### src/rtl/acc_alu_seq_if.sv
// rtl/acc_alu_seq_if.sv - bus/control handshake between the control unit and the accumulator ALU
interface acc_alu_seq_if #(
  parameter int W = 8
);
  logic [W-1:0] BusOut;
  logic         Wen;
  logic         INC;
  logic         CLR;
  logic         start;
  logic [2:0]   alu_op;
  logic [W-1:0] dout;
  logic         busy;
  logic         done;
  logic         Cf;
  logic         Zf;
  logic         Nf;

  modport master (
    output BusOut, Wen, INC, CLR, start, alu_op,
    input  dout, busy, done, Cf, Zf, Nf
  );

  modport slave (
    input  BusOut, Wen, INC, CLR, start, alu_op,
    output dout, busy, done, Cf, Zf, Nf
  );
endinterface

### src/rtl/acc_alu_seq.sv
// rtl/acc_alu_seq.sv - W-bit accumulator ALU with single-cycle ops and shift-add multiply
module acc_alu_seq #(
  parameter int W      = 8,
  parameter bit MUL_EN = 1'b1
) (
  input  logic          Clk,
  input  logic          RSTn,
  acc_alu_seq_if.slave  bus
);
  localparam int CW = $clog2(W);

  typedef enum logic {S_IDLE, S_MUL} state_t;

  state_t         state_q, state_d;
  logic [W-1:0]   ac_q, ac_d;
  logic           cf_q, cf_d;
  logic           done_q, done_d;
  logic           mul_start;
  logic [2*W-1:0] mcand_q, prod_q, prod_step;
  logic [W-1:0]   mplr_q;
  logic [CW-1:0]  cnt_q;
  logic           last_step;
  logic [W:0]     ext;

  // Final step folds into the write-back edge so busy lasts exactly W cycles.
  assign prod_step = prod_q + (mplr_q[0] ? mcand_q : '0);
  assign last_step = (cnt_q == CW'(W - 1));

  always_comb begin
    state_d   = state_q;
    ac_d      = ac_q;
    cf_d      = cf_q;
    done_d    = 1'b0;
    mul_start = 1'b0;
    ext       = '0;
    if (bus.CLR) begin
      ac_d    = '0;
      cf_d    = 1'b0;
      state_d = S_IDLE;
    end else if (state_q == S_MUL) begin
      if (last_step) begin
        ac_d    = prod_step[W-1:0];
        cf_d    = |prod_step[2*W-1:W];
        done_d  = 1'b1;
        state_d = S_IDLE;
      end
    end else if (bus.Wen) begin
      ac_d = bus.BusOut;
      cf_d = 1'b0;
    end else if (bus.INC) begin
      ext  = {1'b0, ac_q} + (W+1)'(1);
      ac_d = ext[W-1:0];
      cf_d = ext[W];
    end else if (bus.start) begin
      done_d = 1'b1;
      case (bus.alu_op)
        3'b001: begin
          ext  = {1'b0, ac_q} + {1'b0, bus.BusOut};
          ac_d = ext[W-1:0];
          cf_d = ext[W];
        end
        3'b010: begin
          ext  = {1'b0, ac_q} - {1'b0, bus.BusOut};
          ac_d = ext[W-1:0];
          cf_d = ext[W];
        end
        3'b011: begin ac_d = ac_q & bus.BusOut; cf_d = 1'b0; end
        3'b100: begin ac_d = ac_q | bus.BusOut; cf_d = 1'b0; end
        3'b101: begin ac_d = ac_q ^ bus.BusOut; cf_d = 1'b0; end
        3'b110: begin
          if (MUL_EN) begin
            mul_start = 1'b1;
            done_d    = 1'b0;
            state_d   = S_MUL;
          end
        end
        3'b111: begin ac_d = {1'b0, ac_q[W-1:1]}; cf_d = ac_q[0]; end
        default: ;
      endcase
    end
  end

  always_ff @(posedge Clk or negedge RSTn) begin
    if (!RSTn) begin
      state_q <= S_IDLE;
      ac_q    <= '0;
      cf_q    <= 1'b0;
      done_q  <= 1'b0;
      mcand_q <= '0;
      prod_q  <= '0;
      mplr_q  <= '0;
      cnt_q   <= '0;
    end else begin
      state_q <= state_d;
      ac_q    <= ac_d;
      cf_q    <= cf_d;
      done_q  <= done_d;
      if (mul_start) begin
        mcand_q <= {{W{1'b0}}, ac_q};
        mplr_q  <= bus.BusOut;
        prod_q  <= '0;
        cnt_q   <= '0;
      end else if (state_q == S_MUL && !bus.CLR) begin
        prod_q  <= prod_step;
        mcand_q <= mcand_q << 1;
        mplr_q  <= mplr_q >> 1;
        cnt_q   <= cnt_q + CW'(1);
      end
    end
  end

  assign bus.dout = ac_q;
  assign bus.busy = (state_q == S_MUL);
  assign bus.done = done_q;
  assign bus.Cf   = cf_q;
  assign bus.Zf   = (ac_q == '0);
  assign bus.Nf   = ac_q[W-1];
endmodule

### src/flat_wrapper.sv
// flat-port wrapper written by rule: the top's interface ports become plain ports
module acc_alu_seq_flat 
#(
  parameter int W      = 8,
  parameter bit MUL_EN = 1'b1
)
  (Clk, RSTn, bus_BusOut, bus_Wen, bus_INC, bus_CLR, bus_start, bus_alu_op, bus_dout, bus_busy, bus_done, bus_Cf, bus_Zf, bus_Nf);
  acc_alu_seq_if #(.W(W)) bus_i ();
  input  logic Clk;
  input  logic RSTn;
  input wire logic [$bits(bus_i.BusOut)-1:0] bus_BusOut;
  input wire logic [$bits(bus_i.Wen)-1:0] bus_Wen;
  input wire logic [$bits(bus_i.INC)-1:0] bus_INC;
  input wire logic [$bits(bus_i.CLR)-1:0] bus_CLR;
  input wire logic [$bits(bus_i.start)-1:0] bus_start;
  input wire logic [$bits(bus_i.alu_op)-1:0] bus_alu_op;
  output wire logic [$bits(bus_i.dout)-1:0] bus_dout;
  output wire logic [$bits(bus_i.busy)-1:0] bus_busy;
  output wire logic [$bits(bus_i.done)-1:0] bus_done;
  output wire logic [$bits(bus_i.Cf)-1:0] bus_Cf;
  output wire logic [$bits(bus_i.Zf)-1:0] bus_Zf;
  output wire logic [$bits(bus_i.Nf)-1:0] bus_Nf;
  assign bus_i.BusOut = bus_BusOut;
  assign bus_i.Wen = bus_Wen;
  assign bus_i.INC = bus_INC;
  assign bus_i.CLR = bus_CLR;
  assign bus_i.start = bus_start;
  assign bus_i.alu_op = bus_alu_op;
  assign bus_dout = bus_i.dout;
  assign bus_busy = bus_i.busy;
  assign bus_done = bus_i.done;
  assign bus_Cf = bus_i.Cf;
  assign bus_Zf = bus_i.Zf;
  assign bus_Nf = bus_i.Nf;
  acc_alu_seq #(.W(W), .MUL_EN(MUL_EN)) u_core (.Clk(Clk), .RSTn(RSTn), .bus(bus_i));
endmodule
### config.mk
export PLATFORM = sky130hd
export DESIGN_NAME = acc_alu_seq_flat
export DESIGN_NICKNAME = d
export VERILOG_FILES = /design/src/rtl/acc_alu_seq_if.sv /design/src/rtl/acc_alu_seq.sv /design/src/flat_wrapper.sv
export SDC_FILE = /design/constraint.sdc
export NUM_CORES = 1
export LEC_CHECK = 0
export CAP_MARGIN = 10
export CORE_AREA = 2 2 93 113
export CTS_BUF_LIST = sky130_fd_sc_hd__clkbuf_8
export CTS_CLUSTER_DIAMETER = 30
export CTS_CLUSTER_SIZE = 28
export DETAILED_ROUTE_END_ITERATION = 10
export DIE_AREA = 0 0 95 115
export PLACE_DENSITY = 0.66
export RECOVER_POWER = 50
export SKIP_LAST_GASP = 1
export SLEW_MARGIN = 10
export SYNTH_ARGS = -nofsm -noshare
export SYNTH_HDL_FRONTEND = slang
export SYNTH_SLANG_ARGS = --single-unit
export TNS_END_PERCENT = 5
### constraint.sdc
create_clock -name Clk -period 3.85 [get_ports Clk]
set_input_delay 0.9625 -clock Clk [delete_from_list [all_inputs] [get_ports Clk]]
set_output_delay 0.9625 -clock Clk [all_outputs]
set_load 0.05 [all_outputs]
==> results.py <==
metrics = {
    "power": {
        "ir_drop_uv": 259.9,
        "intPower_mw": 0.9370,
        "seqPwrFrac": 0.436,
        "power.switching_mw": 0.4758,
        "finalPower_mw": 1.413,
        "p_per_area_mw_per_mm2": 271.7,
        "swShare": 0.3368,
        "p_leak_nw": 2.358,
        "pwr-share-comb": 0.291,
        "pwr-share-clk": 0.273,
    },
    "placement": {
        "place_hpwl_um": 9787,
        "place_congestion": 0.9285,
        "placed_cells": 720,
        "post-place-ws_ns": 0.1790,
        "io_buffers": 29,
    },
    "clocking": {
        "clk_pin_slew_ns": 0.10,
        "cts_tree": "yes",
        "numCtsBuffers": 5,
        "insertion_delay_ns": 0.32,
        "cts_setup_buffers": 0,
        "root_buffer": "clkbuf_8",
        "cts_sinks": 54,
        "cts.htree.levels": 2,
        "hold_buffers": 0,
        "cts_resized": 0,
        "clk_path_buf_depth": 2,
    },
    "hold_path": {
        "min_to": "u_core.mplr_q[4]$_DFFE_PN0P_",
        "hold_start": "u_core.mplr_q[4]$_DFFE_PN0P_",
        "hold_path_class": "reg2reg",
        "holdPathStages": 2,
    },
    "synth": {
        "ys_top_cells_by_count": "81 x nand2_1, 57 x a21oi_1, 54 x dfrtp_1",
        "synth_top_area_frac": 0.2887,
        "synth_area_leaders": "dfrtp_1 29%, ha_1 11%, nand2_1 6.5%",
        "yosys.cell_types.count": 64,
        "yosysTopAreaCell": "dfrtp_1",
        "syn_avg_cell_area_um2": 8.112,
        "syn_nets": 640,
        "synth-async-reset-ratio": 1.000,
        "ys_warn_count": 0,
        "synth_edf_count": 0,
        "synthFlopType": "dfrtp_1",
        "yosysMostFrequentCell": "nand2_1",
        "ys_seq_elements": 54,
        "synth-seq-area-share": 0.2887,
        "netlist_area_mm2": 0.004681,
        "syn_inst": 577,
    },
    "timing": {
        "fin_ws_ns": 0.3284,
        "hold_viol": 0,
        "rsz0062_at_grt": "no",
        "report.final.slew_viol_count": 35,
        "relSlewSlack": -0.2278,
        "setup-tns-final_ns": 0,
        "finalClockSkew_ns": 0.01265,
        "max_clock_freq_ghz": 0.2840,
        "setup_viol": 0,
        "fin_crit_ns": 3.522,
        "period_share": 0.9147,
        "worst_slew_pin_slew_ns": 1.842,
    },
    "floorplan": {
        "row_count": 40,
        "core_mm2": 0.009859,
        "die_x_um": 95,
        "ios": 30,
        "die-area_mm2": 0.01093,
        "die_height_um": 115,
        "start_util": 0.4747,
    },
    "setup_path": {
        "startpoint_type": "flop",
        "r2r_cells": 11,
        "crit_required_ns": 2.89,
        "r2r-start": "u_core.mplr_q[0]$_DFFE_PN0P_",
        "path_max_fanout": 8,
        "arrival_ns": 2.56,
        "r2r_end": "u_core.bus.Cf$_DFFE_PN0P_",
        "critPathKind": "reg2out",
        "end_kind": "output pin",
        "reg2reg_slack_ns": 0.74,
    },
    "route": {
        "drcViolationCount": 0,
        "routedWlPerCell_um": 17.58,
        "via_per_inst": 5.768,
        "ant_nets": 0,
        "first_pass_iters": 4,
        "initialDrtViolationCount": 216,
        "wl_um": 12800,
        "vias": 4199,
    },
    "global_route": {
        "grtUsageTotal": 0.2504,
        "grt_pass1_wl_um": 21250,
        "grt_pass1_vias": 4234,
        "grt-ovfl-total": 0,
        "grt_max_degree": 51,
        "antenna_found_initial": 0,
    },
    "layout": {
        "final-instance-count-excl-fill": 728,
        "n_antenna_cell": 0,
        "drive_gt1_frac": 0.07973,
        "nFillCells": 966,
        "nets": 664,
        "area_growth_pct": 11.09,
    },
    "job": {
        "max_cap_violations": 1,
    },
    "outcome": {
        "status": "finished with violations",
        "violations": "max-capacitance violations, max-slew violations",
    },
}
[critical path: stages (launching register included)]
cell             delay [ns]
dfrtp_1                0.51
inv_1                  0.27
ha_1                   0.21
nand4_1                0.14
nor4_1                 0.25
clkdlybuf4s50_1        0.86
[power by group through the flow]
| stage | Combinational, mW | Sequential, mW | Clock [mW] |
|---|---|---|---|
| after floorplan | 0.258 | 0.651 | 0 |
| after global placement | 0.408 | 0.627 | 0 |
| after detailed placement | 0.411 | 0.628 | 0 |
| after CTS | 0.412 | 0.617 | 0.401 |
| after global routing | 0.455 | 0.620 | 0.416 |
| final | 0.411 | 0.616 | 0.385 |
[metal layers]
layer	track usage	routed length, um	share of wire	vias to the layer above
met5	0	0	0	-
met4	0.1150	448	0.035	0
met3	0.02228	439	0.034	27
met2	0.4454	6502	0.51	97
met1	0.3045	5407	0.42	1990
li1	-	-	-	2085
[cell usage in the layout (no fill, tap or decap), types with 6 or more instances in the layout]
cell type and instances:
a211oi_1 13, a21o_1 7, a21oi_1 57, a22o_1 10, and2_1 16, buf_4 17, clkdlybuf4s50_1 23, dfrtp_1 54
ha_1 43, inv_1 28, nand2_1 81, nand2b_1 7, nand3_1 11, nor2_1 42, nor3_1 11, o21ai_0 49
xnor2_1 19, xor2_1 6
[metrics by stage]
stage | hold slack, ns | util | area [um^2]
floorplan | 0.4453 | - | 4681
global placement | 0.4593 | 0.5170 | 5097
detailed placement | 0.4707 | 0.5170 | 5097
CTS | 0.4943 | 0.5282 | 5207
global route | 0.5157 | 0.5274 | 5200
finish | 0.4905 | 0.5274 | 5200
[worst max-delay path by stage]
stage | end | cells after the start | slack (ns) | start
after floorplan | bus_Zf | 4 | 0.33 | u_core.bus.dout[1]$_DFFE_PN0P_
after global placement | u_core.bus.dout[7]$_DFFE_PN0P_ | 11 | 0.24 | bus_BusOut[1]
after detailed placement | u_core.bus.dout[7]$_DFFE_PN0P_ | 11 | 0.18 | bus_BusOut[1]
after CTS | bus_Zf | 5 | 0.31 | u_core.bus.dout[1]$_DFFE_PN0P_
after global routing | bus_Zf | 5 | 0.17 | u_core.bus.dout[1]$_DFFE_PN0P_
final | bus_Zf | 5 | 0.33 | u_core.bus.dout[1]$_DFFE_PN0P_
[flip-flops by register name, summed over array words and instances (netlist names)]
| register | flops |
|---|---|
| u_core.cnt_q | 3 |
| u_core.prod_q | 16 |
| u_core.mplr_q | 8 |
| u_core.bus.done | 1 |
| u_core.mcand_q | 16 |
| u_core.bus.Cf | 1 |
| u_core.bus.dout | 8 |
| u_core.bus.busy | 1 |
[cell families (layout without fill, tap and decap cells)]
| group | Yosys count | count (layout) | share of synthesized area |
|---|---|---|---|
| adders and majority gates | 46 | 46 | 0.1278 |
| xor gates and xnor gates | 25 | 25 | 0.04678 |
| muxes | 6 | 6 | 0.01310 |
| buffers and inverters | 61 | 86 | 0.06255 |
| AOI/OAI and AO/OA | 196 | 196 | 0.2753 |
| and+or+nand+nor | 189 | 189 | 0.1858 |
| DFF | 54 | 54 | 0.2887 |
[layout make-up]
| class | count | area [um^2] | share of cell area |
|---|---|---|---|
| Sequential cell | 54 | 1351 | 0.2599 |
| Inverter | 30 | 112.6 | 0.02166 |
| Timing Repair Buffer | 48 | 420.4 | 0.08085 |
| Clock buffer | 5 | 68.82 | 0.01323 |
| Clock inverter | 3 | 41.29 | 0.007940 |
| Multi-Input combinational cell | 462 | 3048 | 0.5861 |
| Tap cell | 126 | 157.7 | 0.03032 |
Note: power is estimated with default switching activity, not from simulation.
==> patch 1, RTL diff (same settings) <==
`W` is set to 8 in 3 places; all go to 32.
--- a/src/rtl/acc_alu_seq_if.sv
+++ b/src/rtl/acc_alu_seq_if.sv
@@ -1,5 +1,5 @@
 // rtl/acc_alu_seq_if.sv - bus/control handshake between the control unit and the accumulator ALU
 interface acc_alu_seq_if #(
-  parameter int W = 8
+  parameter int W = 32
 );
   logic [W-1:0] BusOut;
--- a/src/rtl/acc_alu_seq.sv
+++ b/src/rtl/acc_alu_seq.sv
@@ -1,5 +1,5 @@
 // rtl/acc_alu_seq.sv - W-bit accumulator ALU with single-cycle ops and shift-add multiply
 module acc_alu_seq #(
-  parameter int W      = 8,
+  parameter int W      = 32,
   parameter bit MUL_EN = 1'b1
 ) (
--- a/src/flat_wrapper.sv
+++ b/src/flat_wrapper.sv
@@ -2,5 +2,5 @@
 module acc_alu_seq_flat 
 #(
-  parameter int W      = 8,
+  parameter int W      = 32,
   parameter bit MUL_EN = 1'b1
 )
Interface: changed (resized bus_BusOut and bus_dout); port bits go from 30 to 78. No check against the original RTL was run, so the function may have changed too.
==> patch 1 against the original RTL <==
The run now fails in global placement without I/O; area after synthesis rose to 4.0 times the old value.
==> patch 1: results (changes against the original RTL) <==
Status
  – Status: aborted with a tool error (was finished with violations)
  – Last step reached: global placement without I/O
  – Stop Error: [ERROR GPL-0301] Utilization 215.099 % exceeds 100%.

Yosys
  – Post-synth top cells: 218 x nand2_1, 200 x dfrtp_1, 187 x a21oi_1, 187 x o21ai_0 (was 81 x nand2_1, 57 x a21oi_1, 54 x dfrtp_1)
  – Synth Register Bits: 200 (was 54)
  – Ys async rst share: 100% (unchanged)
  – Synth Instances: 2359 (was 577)
  – Yosys Warn Count: 0 (unchanged)
  – Main synth FF type: dfrtp_1 (unchanged)
  – Post-synth net total: 2566 (was 640)
  – Netlist cell types: 79 (was 64)
  – Synth top area cells: dfrtp_1 27%, ha_1 11%, a21oi_1 5.0%, o21ai_0 5.0%, nand2_1 4.4% (was dfrtp_1 29%, ha_1 11%, nand2_1 6.5%, a21oi_1 6.1%, o21ai_0 5.2%)
  – Sequential share of the synthesized area: 26.9% (was 28.9%)
-- patch 1: cell families after synthesis --
group           count (synthesis)  synth area share [%]
compound gates                849                  30.7
simple gates                  666                  17.0
buf+inv                       323                  6.55
flops                         200                  26.9
fa+ha+maj                     166                  11.3
xor+xnor                      123                  5.79
mux                            32                  1.80
==> patch 2, RTL diff (config.mk and constraints unchanged) <==
Without the edit above. Reset style: synchronous (`RSTn`), changed in one clocked block.
--- a/src/rtl/acc_alu_seq.sv
+++ b/src/rtl/acc_alu_seq.sv
@@ -81,5 +81,5 @@
   end
 
-  always_ff @(posedge Clk or negedge RSTn) begin
+  always_ff @(posedge Clk) begin
     if (!RSTn) begin
       state_q <= S_IDLE;
Behaviour: differs if RSTn is asserted again (counterexample within 4 cycles, from zero or initial values and one cycle with RSTn low); with RSTn held inactive, the same outputs for 10 cycles.
==> patch 2 against the original RTL <==
Worst hold slack got worse by 0.032 ns; critical path depth rose by 7; wire length rose by 3.8%; sequential cell count did not move; area after synthesis fell by 0.24%; setup slack improved by 0.024 ns; count of clock-buffer cells in the layout rose by 1; clock power fell by 9.1%; sequential power fell by 5.8%; power fell by 13%; design area fell by 0.36%; register-to-register slack improved by 0.04 ns; via count rose by 7.6%; critical path type is now in -> reg; highest routed layer unchanged.
==> patch 2: results (changes against the original RTL) <==
Min path
  – Hold Crit Class: reg -> reg (unchanged)

Place
  – HPWL Detailed: 10400 um (was 9790 um)
  – Inst Count DP: 751 (was 720)
  – Buffers on Ports: 29 (unchanged)
  – Area of placed instances: 5110 um^2 (was 5100 um^2)
  – Placer Congestion: 0.925 (was 0.929)

Yosys
  – Syn Area/Cell: 7.64 um^2 (was 8.11 um^2)
  – Yosys Warn Count: 0 (unchanged)
  – Netlist cell types: 81 (was 64)
  – Ys async rst share: 0% (was 100%)
  – Main synth FF type: dfxtp_1 (was dfrtp_1)
  – Synth top area share: 23.2% (was 28.9%)
  – Sequential share of the synthesized area: 23.2% (was 28.9%)
  – Post-synth EDFFs: 0 (unchanged)
  – Post-synth top cells: 88 x nand2_1, 55 x a21oi_1, 54 x dfxtp_1 (was 81 x nand2_1, 57 x a21oi_1, 54 x dfrtp_1)
  – Post-synth net total: 674 (was 640)
  – Synth top area cells: dfxtp_1 23%, ha_1 12%, nand2_1 7.1%, a21oi_1 5.9%, nor2_1 3.1% (was dfrtp_1 29%, ha_1 11%, nand2_1 6.5%, a21oi_1 6.1%, o21ai_0 5.2%)

Worst setup path
  – CP Capture Point: u_core.bus.Cf (was bus_Zf)
  – Worst Path Arrival: 3.74 ns (was 2.56 ns)
  – Register-to-Register Path Depth: 10 (was 11)
  – Worst setup path start: bus_BusOut[0] (was u_core.bus.dout[1])
  – Crit Path Max Fanout: 4 (was 8)
  – Reg2reg setup slack: 0.78 ns (was 0.74 ns)
  – RR Startpoint: u_core.mplr_q[0] (unchanged)

Global route
  – Vias in the first global route: 4392 (was 4234)
  – GRT Util Overall: 25.0% (about the same)
  – GR Util met1: 29.2% (was 30.5%)
  – Global-route wire length before repair: 21800 um (was 21300 um)
  – Pin count of the biggest net entering global routing: 31 (was 51)
  – Antenna violations before repair: 0 (unchanged)
  – GR Util met3: 2.95% (was 2.23%)
  – Met2 GRT Util: 46.1% (was 44.5%)

Clock network
  – H-tree levels: 2 (unchanged)
  – Clk buf depth: 2 (unchanged)
  – Clock latency at the later pin of the worst-skew pair: 0.32 ns (about the same)
  – Clk pin slew, worst setup/hold paths: 0.10 ns (about the same)
  – Post-cts gate resize count: 0 (unchanged)
  – Post CTS Setup Buffer Count: 0 (unchanged)
  – Root Buffer: clkbuf_8 (unchanged)
  – Num CTS Buffers: 5 (unchanged)

Timing
  – Fin Clk Skew: 0.0105 ns (was 0.0127 ns)
  – Worst-Margin Slew: 0.632 ns (was 1.84 ns)

Pwr
  – Peak VDD IR: 0.248 mV (was 0.260 mV)
  – Leak: 2.05 nW (was 2.36 nW)

Finish
  – Ant. Diodes: 0 (unchanged)
  – Ratio of cells with drive above 1 in the final layout: 7.90% (was 7.97%)
  – Biggest regs: u_core.mcand_q x16, u_core.prod_q x16 (unchanged)
  – Final nets: 695 (was 664)

Status
  – Status: finished clean (was finished with violations)

Routing
  – DR vias/cell: 5.95 (was 5.77)
  – Via count: 4517 (was 4199)
  – DR pass1 iterations: 5 (was 4)
  – DRT iter0 DRCs: 193 (was 216)
  – WL final: 13300 um (was 12800 um)
patch 2: worst min-delay path by stage:
stage,cells after the start,slack (ns),from,end
after floorplan,2,0.43,u_core.mplr_q[4],u_core.mplr_q[4]
after global placement,2,0.45,u_core.mplr_q[5],u_core.mplr_q[5]
after detailed placement,2,0.44,u_core.mplr_q[4],u_core.mplr_q[4]
after CTS,2,0.46,u_core.mplr_q[4],u_core.mplr_q[4]
after global routing,2,0.48,u_core.mplr_q[4],u_core.mplr_q[4]
final,2,0.46,u_core.mplr_q[4],u_core.mplr_q[4]
patch 2: final cells by class:
type | count | area [um^2]
multi-input combinational | 490 | 3280
inverter | 30 | 113
timing repair buffer | 51 | 453
clock buffer | 6 | 82.6
fill | 979 | 4680
sequential | 54 | 1080
clock inverter | 2 | 16.3
tap | 126 | 158
patch 2: logic make-up (layout without fill, tap and decap cells):
logic type	after synthesis	after routing	share of synthesized area [%]
flip-flops	54	54	23.2
AND/OR/NAND/NOR	228	228	23.7
multiplexers	5	5	1.13
buffers and inverters	67	89	6.46
AO/OA/AOI/OAI	190	190	28.9
XOR/XNOR	21	21	3.94
adder cells (fa/ha/maj)	46	46	12.8
patch 2: power breakdown:
group	internal [mW]	leakage [nW]	switching (mW)
combinational	0.119	1.57	0.179
clock	0.149	0.0478	0.201
sequential	0.564	0.436	0.0156
total	0.831	2.05	0.395
patch 2: per-stage QoR:
stage,power [mW],worst slack [ns]
after floorplan,0.791,0.421
after global placement,0.888,0.143
after detailed placement,0.890,0.0716
after CTS,1.24,0.381
after global routing,1.28,0.167
final,1.23,0.353
patch 2: worst max-delay path: stages:
cell,delay (ns)
clkdlybuf4s50_1,0.48
buf_4,0.13
ha_1,0.17
inv_1,0.06
fa_1,0.38
nor2b_1,0.16
o21bai_1,0.31
o31ai_1,0.18
a221oi_2,0.34
nor3_1,0.07
or3_1,0.36
a21oi_1,0.13
patch 2: per-layer routing:
layer  wire [um]  share of wire (%)  vias up
li1            -                  -     2234
met1        5580                 42     2147
met2        6880                 52      112
met3         426                3.2       24
met4         398                3.0        0
met5           0                  0        -
